===== src/rtl/fast_ring_fetch.sv =====
// fast_ring_fetch: reads a centre pixel plus its 16-pixel radius-3 ring
// from an image SRAM, one address per cycle, and presents them in parallel.
// Ports:
//   clk, n_rst (sync, active-low)
//   start, cx, cy       : fetch request and centre coordinate
//   x_addr, y_addr, ren : SRAM read port (data on rdat one cycle later)
//   busy, done          : status; done pulses once per completed fetch
//   center, ring        : fetched pixels, ring slot k at [k*PD +: PD]
module fast_ring_fetch #(
  parameter int PIXEL_DEPTH = 8,
  parameter int X_MAX       = 16,
  parameter int Y_MAX       = 16
) (
  input  logic                           clk,
  input  logic                           n_rst,
  input  logic                           start,
  input  logic signed [$clog2(X_MAX):0]  cx,
  input  logic signed [$clog2(Y_MAX):0]  cy,
  output logic signed [$clog2(X_MAX):0]  x_addr,
  output logic signed [$clog2(Y_MAX):0]  y_addr,
  output logic                           ren,
  input  logic [PIXEL_DEPTH-1:0]         rdat,
  output logic                           busy,
  output logic                           done,
  output logic [PIXEL_DEPTH-1:0]         center,
  output logic [16*PIXEL_DEPTH-1:0]      ring
);

  localparam int XW = $clog2(X_MAX) + 1;
  localparam int YW = $clog2(Y_MAX) + 1;
  localparam int PD = PIXEL_DEPTH;

  localparam logic signed [XW+1:0] X_LIM = (XW+2)'(X_MAX - 1);
  localparam logic signed [YW+1:0] Y_LIM = (YW+2)'(Y_MAX - 1);

  typedef enum logic [1:0] {
    S_IDLE  = 2'd0,
    S_FETCH = 2'd1,
    S_DRAIN = 2'd2,
    S_DONE  = 2'd3
  } state_t;

  state_t r_state;
  state_t w_state_nx;

  logic signed [XW-1:0] r_cx;
  logic signed [YW-1:0] r_cy;
  logic [4:0]           r_idx;

  logic                 r_pv;
  logic [4:0]           r_pidx;
  logic                 r_poob;

  logic [PD-1:0]        r_center;
  logic [16*PD-1:0]     r_ring;

  logic signed [2:0]    w_dx;
  logic signed [2:0]    w_dy;
  logic signed [XW+1:0] w_x;
  logic signed [YW+1:0] w_y;
  logic                 w_oob;
  logic                 w_accept;
  logic [PD-1:0]        w_cap;

  // Index 0 is the centre; index k+1 is ring slot k.
  always_comb begin
    w_dx = 3'sd0;
    w_dy = 3'sd0;
    case (r_idx)
      5'd1:  begin w_dx =  3'sd0; w_dy = -3'sd3; end
      5'd2:  begin w_dx =  3'sd1; w_dy = -3'sd3; end
      5'd3:  begin w_dx =  3'sd2; w_dy = -3'sd2; end
      5'd4:  begin w_dx =  3'sd3; w_dy = -3'sd1; end
      5'd5:  begin w_dx =  3'sd3; w_dy =  3'sd0; end
      5'd6:  begin w_dx =  3'sd3; w_dy =  3'sd1; end
      5'd7:  begin w_dx =  3'sd2; w_dy =  3'sd2; end
      5'd8:  begin w_dx =  3'sd1; w_dy =  3'sd3; end
      5'd9:  begin w_dx =  3'sd0; w_dy =  3'sd3; end
      5'd10: begin w_dx = -3'sd1; w_dy =  3'sd3; end
      5'd11: begin w_dx = -3'sd2; w_dy =  3'sd2; end
      5'd12: begin w_dx = -3'sd3; w_dy =  3'sd1; end
      5'd13: begin w_dx = -3'sd3; w_dy =  3'sd0; end
      5'd14: begin w_dx = -3'sd3; w_dy = -3'sd1; end
      5'd15: begin w_dx = -3'sd2; w_dy = -3'sd2; end
      5'd16: begin w_dx = -3'sd1; w_dy = -3'sd3; end
      default: begin w_dx = 3'sd0; w_dy = 3'sd0; end
    endcase
  end

  // Two guard bits keep centre+offset from wrapping.
  assign w_x = {{2{r_cx[XW-1]}}, r_cx}
             + {{(XW-1){w_dx[2]}}, w_dx};
  assign w_y = {{2{r_cy[YW-1]}}, r_cy}
             + {{(YW-1){w_dy[2]}}, w_dy};

  assign w_oob = w_x[XW+1] || (w_x > X_LIM)
              || w_y[YW+1] || (w_y > Y_LIM);

  assign w_accept = (r_state == S_IDLE) && start;
  assign w_cap    = r_poob ? '0 : rdat;

  always_comb begin
    w_state_nx = r_state;
    ren        = 1'b0;
    busy       = 1'b0;
    done       = 1'b0;
    x_addr     = '0;
    y_addr     = '0;
    unique case (r_state)
      S_IDLE: begin
        if (start) w_state_nx = S_FETCH;
      end
      S_FETCH: begin
        busy   = 1'b1;
        ren    = !w_oob;
        x_addr = w_x[XW-1:0];
        y_addr = w_y[YW-1:0];
        if (r_idx == 5'd16) w_state_nx = S_DRAIN;
      end
      S_DRAIN: begin
        busy       = 1'b1;
        w_state_nx = S_DONE;
      end
      S_DONE: begin
        done       = 1'b1;
        w_state_nx = S_IDLE;
      end
      default: w_state_nx = S_IDLE;
    endcase
  end

  always_ff @(posedge clk) begin
    if (!n_rst) begin
      r_state <= S_IDLE;
      r_cx    <= '0;
      r_cy    <= '0;
      r_idx   <= '0;
    end else begin
      r_state <= w_state_nx;
      if (w_accept) begin
        r_cx  <= cx;
        r_cy  <= cy;
        r_idx <= '0;
      end else if (r_state == S_FETCH) begin
        r_idx <= r_idx + 5'd1;
      end
    end
  end

  // rdat answers the address issued one cycle earlier, so the
  // issue index and its OOB flag travel one stage behind.
  always_ff @(posedge clk) begin
    if (!n_rst) begin
      r_pv     <= 1'b0;
      r_pidx   <= '0;
      r_poob   <= 1'b0;
      r_center <= '0;
      r_ring   <= '0;
    end else begin
      r_pv   <= (r_state == S_FETCH);
      r_pidx <= r_idx;
      r_poob <= w_oob;
      if (r_pv) begin
        if (r_pidx == 5'd0) r_center <= w_cap;
        for (int k = 0; k < 16; k++) begin
          if (r_pidx == 5'(k + 1))
            r_ring[k*PD +: PD] <= w_cap;
        end
      end
    end
  end

  assign center = r_center;
  assign ring   = r_ring;

endmodule


===== config.mk =====
export PLATFORM = sky130hd
export DESIGN_NAME = fast_ring_fetch
export DESIGN_NICKNAME = d
export VERILOG_FILES = /design/src/rtl/fast_ring_fetch.sv
export SDC_FILE = /design/constraint.sdc
export NUM_CORES = 1
export LEC_CHECK = 0
export ABC_AREA = 1
export CELL_PAD_IN_SITES_DETAIL_PLACEMENT = 0
export CELL_PAD_IN_SITES_GLOBAL_PLACEMENT = 1
export CORE_UTILIZATION = 38
export CTS_CLUSTER_SIZE = 25
export DETAILED_ROUTE_END_ITERATION = 12
export GPL_ROUTABILITY_DRIVEN = 1
export MAX_ROUTING_LAYER = met4
export PLACE_DENSITY_LB_ADDON = 0.1
export SYNTH_ARGS = -nofsm -noshare
export SYNTH_HDL_FRONTEND = slang
export SYNTH_SLANG_ARGS = --single-unit

===== constraint.sdc =====
create_clock -name clk -period 6.8 [get_ports clk]
set_input_delay 2.04 -clock clk [delete_from_list [all_inputs] [get_ports clk]]
set_output_delay 2.04 -clock clk [all_outputs]
set_load 0.01 [all_outputs]

Word-level counts from Yosys, hierarchy flattened. Memories as Yosys holds them, arrays and structs flattened. A register that Yosys moved wholly into a read port is not among the register bits. Index checks and enable logic that the tools add are counted.

Add/subtract/negate cells: 3. $mul: 0. Divide/modulo/power cells: 0. Order comparisons: 2. Eq/ne operators: 22. Shifts and indexed selects: 0. Multiplexer cells: 11. Bitwise operators: 1. Reduce and logical (&&, ||, !) cells: 27.

Operator list (count): $eq A5 B4 Y1 const B (8); $reduce_and A2 Y1 (18); $eq A5 B3 Y1 const B (4); $mux W5 (4); $add A5 B3 Y6 (2); $gt A6 B5 Y1 const B (2); $eq A5 B2 Y1 const B (2); $eq A5 B5 Y1 const B (2); $mux W8 (1); $pmux W2 S4 (1); $add A5 B1 Y5 const B (1); $eq A5 B1 Y1 const B (1); $logic_not A5 Y1 (1); $eq A2 B2 Y1 const B (2); $mux W2 (2); $ne A2 B2 Y1 const B (2); $reduce_or A2 Y1 (2); $logic_or A1 B1 Y1 (3); $mux W1 (3); $eq A2 B1 Y1 const B (1); $logic_not A2 Y1 (1); $logic_and A1 B1 Y1 (1); $logic_not A1 Y1 (1); $not A1 Y1 (1).

Flip-flop bits (word level): 160. Bits in latches: 0. Bits in writable memories: 0. Bits in read-only memories: 192. Input port bits: 21. Output and inout port bits: 149. Logic and storage cells: 91. Memories kept: 1.

Memories: (no name shown) (words 32, width 6, rd ports 1, clocked after memory_dff 1, wr ports 0, RTL line 69) `case (r_idx)`.

Depth between registers and ports, before layout.
Depth after elaboration: 7. Mapped depth: 14.

Worst setup path before layout. Ideal clock, no wire load.

Path kind: reg2out. From: register r_cx[0]. To: output port ren. Data arrival time: 1.635 ns. Data required time: 4.760 ns. Slack: 3.125 ns. Cell stages (with the launch flop): 9. Buffers on the path: 0. Cell sequence: dfxtp_1 > ha_1 > fa_1 > nand3_1 > nand3_1 > or2_2 > nand2_1 > nand2_1 > nor2_1.

Cells in the longest elaborated chain, start to end: 7.

RTL lines: from (decl) (RTL line 46) `logic signed [XW-1:0] r_cx;`; from (signal assigned) (RTL line 135) `r_cx <= '0;`; from (signal assigned) (RTL line 141) `r_cx <= cx;`; $add A5 B3 Y6 * (RTL line 92) `+ {{(XW-1){w_dx[2]}}, w_dx};`; $gt A6 B5 Y1 (RTL line 96) `assign w_oob = w_x[XW+1] || (w_x > X_LIM)`; $logic_or A1 B1 Y1 * (RTL line 96); $logic_or A1 B1 Y1 * (2 in a row) (RTL line 97) `|| w_y[YW+1] || (w_y > Y_LIM);`; $logic_not A1 Y1 * (RTL line 115) `ren = !w_oob;`; $mux W1 * (RTL line 109) `unique case (r_state)`; to (decl) (RTL line 21) `output logic ren,`.

Mark *: on every way between the ends. The rest lies on a longest branch, timed or not.

Final worst setup path. Same ends and word-level chain as after synthesis.

==> results.py <==
metrics = {
    "finish": {
        "antenna_cells": 0,
        "drive_above_1_share": 0.0738,
        "area_growth_syn_to_layout_pct": 34.9,
        "num-nets-final": 954,
        "stdcell_count": 1142,
        "postLayoutCoreUtil": 0.528,
        "fillerInstances": 1574,
        "fin_area_sq_um": 8810,
    },
    "detailed_routing": {
        "drc": 0,
        "first_pass_iters": 4,
        "drt_wl_total_mm": 18.2,
        "num_vias": 5690,
        "dr.first_iter.drc_count": 327,
        "wl_met1_mm": 8.70,
        "wl_met2_mm": 8.23,
        "viasPerCell": 4.98,
        "wl_per_cell_um": 15.9,
        "route.met3.wl_um": 955,
        "ant_nets": 0,
        "top_layer": "met4",
    },
    "sta": {
        "finClkSkew_ns": 0.0122,
        "period_share": 0.685,
        "finalSetupViolCount": 0,
        "hold_violations": 0,
        "clock.fmax_ghz": 0.215,
        "slew_viol_final": 0,
        "setup_tns_ns": 0,
        "worstMarginPinSlew_ns": 1.11,
        "relSlewSlack": 0.261,
        "hold_ws_ns": 0.461,
        "finalCriticalPeriod_ns": 4.66,
        "rsz0062_at_grt": "no",
        "fin_ws_ns": 2.14,
    },
    "yosys": {
        "yosysWarnings": 0,
        "yosysSeqAreaShare": 0.509,
        "synth_cells": 763,
        "ys_ff_latch": 166,
        "avgSynthCellArea_sq_um": 8.56,
        "yosysUniqueCellTypes": 30,
        "synth.net_count": 808,
        "yosys.area.top_type_share": 0.509,
        "yosys-top-cells-area": "dfxtp_1, a21oi_1, o21ai_0",
        "yosysTopAreaCell": "dfxtp_1",
        "synth_area_sq_um": 6530,
    },
    "placement": {
        "dp_hpwl_mm": 12.2,
        "dp_slack_ns": 2.57,
        "dp_cells": 1110,
        "io_buffer_count": 169,
        "gp_congestion": 0.886,
        "placed_cell_area_sq_um": 8220,
    },
    "critical_path": {
        "path_cells": "ha_1, fa_1, nand3_1, nand3_1, or2_2, nand2_1, nand2_1, nor2_1, clkdlybuf4s50_1",
        "worstSetupPathType": "flip-flop to output pin",
        "cp-start-kind": "flip-flop",
        "crit_buf_inv": 1,
        "reg2reg_setup_slack_ns": 4.34,
        "crit_path_end_kind": "output pin",
        "slowest_delay_ns": 0.54,
        "slowest_stage": "clkdlybuf4s50_1",
        "cpLargestDelayFamily": "simple AND/OR/NAND/NOR gates",
        "critPathArrivalTime_ns": 2.62,
        "cp_max_fo": 3,
        "cp.required_ns": 4.76,
    },
    "job": {
        "drv_cap": 0,
    },
    "clock_network": {
        "clk_pin_slew_ns": 0.06,
        "cts_buffers": 17,
        "cts_resized": 0,
        "h-tree-depth": 4,
        "cts_setup_buffers": 0,
        "cts_num_sinks": 166,
        "holdBufCountCts": 0,
        "cts_tree": "done",
        "cts_buffer_depth": 2,
        "cts-root-buf": "clkbuf_16",
        "insertion_delay_ns": 0.43,
    },
    "global_routing": {
        "grt_pass1_wl_mm": 28.8,
        "grt.total_usage": 0.217,
        "first_global_vias": 5310,
        "grt_max_degree": 132,
        "overflow": 0,
        "antenna_found_initial": 0,
    },
    "floorplan": {
        "die_w_um": 133,
        "core_area_sq_um": 16700,
        "start_util": 0.391,
        "io_pins": 170,
        "die_h_um": 133,
        "rows": 47,
        "fp.dieArea_sq_um": 17700,
    },
    "power_and_ir_drop": {
        "totalPowerFinal_mw": 2.51,
        "max-vdd-ir-drop_v": 0.000204,
        "power_leakage_nw": 3.56,
        "pwr_density_cell_nw_per_um2": 285,
    },
    "run_status": {
        "outcome": "finished clean",
    },
    "worst_hold_path": {
        "hold_class": "flip-flop to flip-flop",
    },
}
## state kept, by name (all words and copies together), names as in the netlist, 2 cells and up
signal and count:
r_cx 5, r_pidx 5, ring 128, r_idx 5, r_state 2, center 8
w_dx 3, w_dy 3, r_cy 5
## metal layers
metal  up-vias  GRT usage
li1       2867          -
met1      2635      0.288
met2       166      0.326
met3        22     0.0460
met4         0     0.0795
met5         -          -
## synth_stat cells, drive strengths merged
cell and number:
ha 22, fa 2, nor2 62, clkbuf 23
nand4 1, o21ai 151, nand3b 2, dfxtp 166
or2 1, inv 52, clkinv 2, buf 20
a21oi 148, nor3 2, nand2 84, a21boi 1
xnor2 1, nand3 23
## cells by family after synthesis
family          Yosys count  share of synthesized area
compound gates          300                      0.230
xor+xnor                  1                    0.00134
fa+ha+maj                24                     0.0483
buf+inv                  97                     0.0743
flops                   166                      0.509
simple gates            175                      0.137
## final cells by class
class                           count  area (sq um)  share of cell area
Multi-Input combinational cell    500          2720               0.309
Tap cell                          220           275              0.0312
Sequential cell                   166          3320               0.377
Timing Repair Buffer              170          1700               0.193
Clock inverter                     14           161              0.0183
Inverter                           54           204              0.0231
Clock buffer                       18           429              0.0487
## worst min-delay path, cell delays in order, from the launching register on
cell and delay (ns):
dfxtp_1 0.31, nand2_1 0.06, a21oi_1 0.05
## path summary, 6_finish.rpt
kind,startpoint,to,depth (start not counted)
setup / recovery,r_cx[0],ren,9
hold / removal,ring[93],ring[93],2
setup reg to reg,r_state[1],w_dy[2],14
hold reg to reg,ring[93],ring[93],2
## layout by cell type (no fill, tap or decap), types with 2 or more instances in the layout
cell             count
o21ai_1              6
clkdlybuf4s50_1    168
bufinv_16            2
nor2_1              44
clkinv_2             3
dfxtp_1            166
ha_1                22
a21oi_1            148
inv_8                2
o21ai_0            145
nand2_2              4
nand3_1             19
fa_1                 2
nor2_2               2
inv_1               47
inv_6                4
nor2_4              16
clkinv_4             3
clkbuf_16           17
nand3_4              2
nand2_1             80
nand3_2              2
inv_2                5
buf_4                2
## power breakdown
group / internal [mW] / switching, mW / total (mW)
Clock: 0.551 / 0.412 / 0.963
Combinational: 0.167 / 0.326 / 0.493
Sequential: 1.02 / 0.0338 / 1.06
Total: 1.74 / 0.772 / 2.51
(Power assumes the default switching activity.)
==> edit 1, RTL diff (config.mk and constraints unchanged) <==
`Y_MAX`: 16 -> 8.
--- a/src/rtl/fast_ring_fetch.sv
+++ b/src/rtl/fast_ring_fetch.sv
@@ -9,7 +9,7 @@
 module fast_ring_fetch #(
   parameter int PIXEL_DEPTH = 8,
   parameter int X_MAX       = 16,
-  parameter int Y_MAX       = 16
+  parameter int Y_MAX       = 8
 ) (
   input  logic                           clk,
   input  logic                           n_rst,
Interface: changed (resized cy and y_addr); port bits go from 170 to 168. No check against the original RTL was run, so the function may have changed too.
==> edit 1 against the unedited design <==
- power up 1.8%
- cell area down 1.0%
- routed wire length down 4.4%
- setup slack better by 2.1 ps
- utilization about the same
- sequential cell count down 1
- synthesized area down 1.8%
- critical path depth up 1
- critical path type unchanged
==> edit 1: results (changes against the unedited design) <==
| Metric | Value |
|---|---|
| Post-synth top cells | `dfxtp_1, a21oi_1, o21ai_0` |
| Wirelength, routed | `17.4 mm (-4.4%)` |
| Avg Inst Size Synth | `8.71 um^2 (+1.8%)` |
| Power per cell area | `293 mW/mm^2 (+2.9%)` |
| Critical-path top delay cell | `clkdlybuf4s50_1` |
| Max stage delay on crit path | `540 ps (about the same)` |
| Max_slew headroom | `25.7% (-0.41 points)` |
| Layout cell share with drive strength beyond 1 | `7.52% (+0.14 points)` |
| NonClk Buf Share | `19.2% (-0.028 points)` |
| Top post-synthesis cells by area | `dfxtp_1, a21oi_1, o21ai_0` |
| Inverter count | `43 (-20%)` |
| Crit path DAT | `2610 ps (about the same)` |
| CTS Buf Count | `17 (unchanged)` |
| Fraction of area in multi-input gates | `30.5% (-0.38 points)` |
| Final Skew | `16.3 ps (+4.10 ps)` |
| Pre-CTS setup slack | `2600 ps (+36.2 ps)` |
| Number of global-route vias before repair | `5026 (-5.3%)` |
| Non-filler cells in the finished layout | `1111 (-2.7%)` |
| Seq area share | `37.9% (+0.17 points)` |
| Asr flop ratio synth | `0% (unchanged)` |
| Placed cell area | `0.00808 mm^2 (-1.8%)` |
| Sequential element share of the synthesized area | `51.5% (+0.63 points)` |
| Iteration-0 DRC Markers | `355 (+8.6%)` |
| Pleak | `0.00352 uW (-1.3%)` |
| Number of distinct library cells after synthesis | `28 (-6.7%)` |
| # port buffers | `167 (-1.2%)` |
| Final GP Congestion | `0.847 (-4.4%)` |
| Critical path's top delay family | `adder cells` |
| Post-DP HPWL | `11.8 mm (-3.3%)` |
| Clock Sinks | `165 (-0.60%)` |
| Syn. warnings | `0 (unchanged)` |
| Worst-path clk slew | `60 ps (about the same)` |
| Fill cells | `1492 (-5.2%)` |
| Initial antenna violation count | `0 (unchanged)` |
| Buffers, non-clock | `168 (-1.2%)` |
| Count of multi-input gates | `484 (-3.2%)` |
| CTS root buf | `clkbuf_16` |
| Routed vias | `5530 (-2.8%)` |
| DRT Pass-1 Iters | `5 (+1)` |
| R2R cell count | `14 (unchanged)` |
| Post_cts resized | `0 (unchanged)` |
| First-pass GRT wire length | `27.5 mm (-4.5%)` |
| Status | `finished clean` |
| Clk Latency, worst-skew pair | `420 ps` |
| Clock network area share | `7.37% (+0.67 points)` |
| Global router's overall resource usage | `20.8% (-0.89 points)` |
| Largest net degree at the start of global routing | `135 (+2.3%)` |
| Layout Nets | `921 (-3.5%)` |
| Post-synth net total | `778 (-3.7%)` |
| Hold Crit Class | `reg2reg` |
| Max IR drop VDD | `0.190 mV (-6.9%)` |
| CP Max Fanout | `4 (+1)` |
| Clock buffer count | `20 (+2)` |
==> edit 1: cell count changes after synthesis, sizes merged, moves of 2 or more <==
| cell | delta |
|---|---|
| nand2 | -4 |
| ha | -2 |
| inv | -10 |
| nor2 | -5 |
| o21ai | +6 |
| nand3 | -6 |
| a21oi | -3 |
==> edit 1: kinds of logic (layout without fill, tap and decap cells) <==
kind of cell	count (synthesis)	after routing	synth area share [%]
AOI/OAI and AO/OA	302	302	23.8
DFF	165	165	51.5
and+or+nand+nor	160	160	13.2
buffers and inverters	87	242	6.99
adders and majority gates	22	22	4.53
==> edit 1: worst reg2reg max path: cells and delay by family, from the launching register on <==
family / cells / cell delay (ps)
buffers and inverters: 4 / 440
flip-flops: 1 / 340
AND/OR/NAND/NOR: 8 / 810
adder cells (fa/ha/maj): 2 / 750
==> edit 1: path summary, 6_finish.rpt <==
kind / slack [ps] / start / end
worst max-delay path: 2150 / r_cx[0]$_SDFFE_PN0P_ / ren
worst max register to register: 4370 / r_state[1]$_SDFFE_PN0P_ / w_dy[2]$_DFF_P_
worst min-delay path: 480 / r_idx[2]$_SDFFE_PP0P_ / r_pidx[2]$_SDFF_PN0_
worst min register to register: 480 / r_idx[2]$_SDFFE_PP0P_ / r_pidx[2]$_SDFF_PN0_
==> edit 1: where the power goes <==
part / internal, uW / switching, uW / total, uW / leakage [uW]
Sequential: 1010 / 31.5 / 1050 / 0.00133
Combinational: 154 / 312 / 466 / 0.00188
Clock: 663 / 383 / 1050 / 0.000308
Total: 1830 / 726 / 2560 / 0.00352
==> edit 1: layer usage <==
metal | share of wire, % | GRT usage (%) | vias up
met5 | 0 | - | -
met4 | 1.4 | 7.36 | 0
met3 | 3.5 | 3.84 | 12
met2 | 49 | 32.7 | 147
met1 | 47 | 26.7 | 2585
li1 | - | - | 2786
==> edit 2, RTL diff (same settings) <==
Without the edit above. The 4 states of `state_t` get a one-hot encoding in 4 bits.
--- a/src/rtl/fast_ring_fetch.sv
+++ b/src/rtl/fast_ring_fetch.sv
@@ -33,11 +33,11 @@
   localparam logic signed [XW+1:0] X_LIM = (XW+2)'(X_MAX - 1);
   localparam logic signed [YW+1:0] Y_LIM = (YW+2)'(Y_MAX - 1);
 
-  typedef enum logic [1:0] {
-    S_IDLE  = 2'd0,
-    S_FETCH = 2'd1,
-    S_DRAIN = 2'd2,
-    S_DONE  = 2'd3
+  typedef enum logic [3:0] {
+    S_IDLE  = 4'b0001,
+    S_FETCH = 4'b0010,
+    S_DRAIN = 4'b0100,
+    S_DONE  = 4'b1000
   } state_t;
 
   state_t r_state;
Function: same outputs for any inputs over 10 cycles, from zero or initial values and one cycle with n_rst low; not proved beyond that.
==> edit 2 against the unedited design <==
- utilization is 0.45 points higher
- via count is 1.7% higher
- synthesized cell count is 3.1% higher
- synthesized area is 1.5% higher
- sequential cell count is 2 higher
- cell area is 1.6% higher
- first-iteration DRC count is 7.0% lower
- routed wire length is 0.73% lower
- critical path depth is 1 higher
- setup slack worse by 64 ps
- hold slack worse by 18 ps
Power is not compared: it rests on default switching activity, and its combinational part moved more than twofold at a synthesized area within 25%.
==> edit 2: results (changes against the unedited design) <==
| Metric | Value |
|---|---|
| Post-Synth XOR/XNOR Area | `0.132% (-0.0019 points)` |
| Fraction of area in multi-input gates | `29.9% (-0.96 points)` |
| WL met2 | `8.49 mm (+3.1%)` |
| Fill cells | `1607 (+2.1%)` |
| Global router's overall resource usage | `21.1% (-0.59 points)` |
| RR Endpoint | `w_dx[1]$_DFF_P_` |
| Iteration-0 DRC Markers | `304 (-7.0%)` |
| Crit path DAT | `2680 ps (+60 ps)` |
| Wirelength, routed | `18.0 mm (-0.73%)` |
| Sequential element share of the synthesized area | `50.7% (-0.14 points)` |
| Status | `finished clean` |
| Placed Cells | `1131 (+1.9%)` |
| FF+latch area | `0.00336 mm^2 (+1.2%)` |
| NonClk Buf Share | `19.0% (-0.30 points)` |
| Avg Inst Size Synth | `8.42 um^2 (-1.6%)` |
| Via/cell ratio | `4.98 (-0.15%)` |
| Critical path's top delay family | `adder cells` |
| Final Skew | `8.68 ps (-3.53 ps)` |
| Final period demand of the worst path | `4720 ps (+64.4 ps)` |
| Post-synth net total | `826 (+2.2%)` |
| Met1 Usage GRT | `26.7% (-2.1 points)` |
| Met3 usage | `4.57% (-0.031 points)` |
| Inverter count | `81 (+50%)` |
| Pre-CTS setup slack | `2520 ps (-47.6 ps)` |
| Seq area share | `37.6% (-0.13 points)` |
| Number of global-route vias before repair | `5388 (+1.5%)` |
| Placed cell area | `0.00832 mm^2 (+1.2%)` |
| Top post-synthesis cells by area | `dfxtp_1, a21oi_1, o21ai_0` |
| Max_slew headroom | `41.2% (+15 points)` |
| R2R setup slack | `4520 ps (+180 ps)` |
| DRT Pass-1 Iters | `5 (+1)` |
| DRT met1 WL | `8.32 mm (-4.3%)` |
| Syn Inst Count | `787 (+3.1%)` |
| Grt met2 use | `33.4% (+0.81 points)` |
| Layout cell share with drive strength beyond 1 | `7.53% (+0.15 points)` |
## edit 2: how the worst min path moves through the flow
stage	startpoint	end	slack, ps	cells after the start
after CTS	ring[97]$_SDFFE_PN0P_	ring[97]$_SDFFE_PN0P_	450	2
after detailed placement	ring[97]$_SDFFE_PN0P_	ring[97]$_SDFFE_PN0P_	440	2
after global routing	ring[89]$_SDFFE_PN0P_	ring[89]$_SDFFE_PN0P_	470	2
after global placement	ring[100]$_SDFFE_PN0P_	ring[100]$_SDFFE_PN0P_	430	2
after floorplan	r_idx[3]$_SDFFE_PP0P_	r_pidx[3]$_SDFF_PN0_	420	2
final	ring[97]$_SDFFE_PN0P_	ring[97]$_SDFFE_PN0P_	440	2
## edit 2: report_power, final
| part | internal, uW | switching [uW] | total, uW |
|---|---|---|---|
| sequential | 998 | 8.96 | 1010 |
| clock | 608 | 411 | 1020 |
| combinational | 43.9 | 117 | 161 |
| total | 1650 | 537 | 2190 |
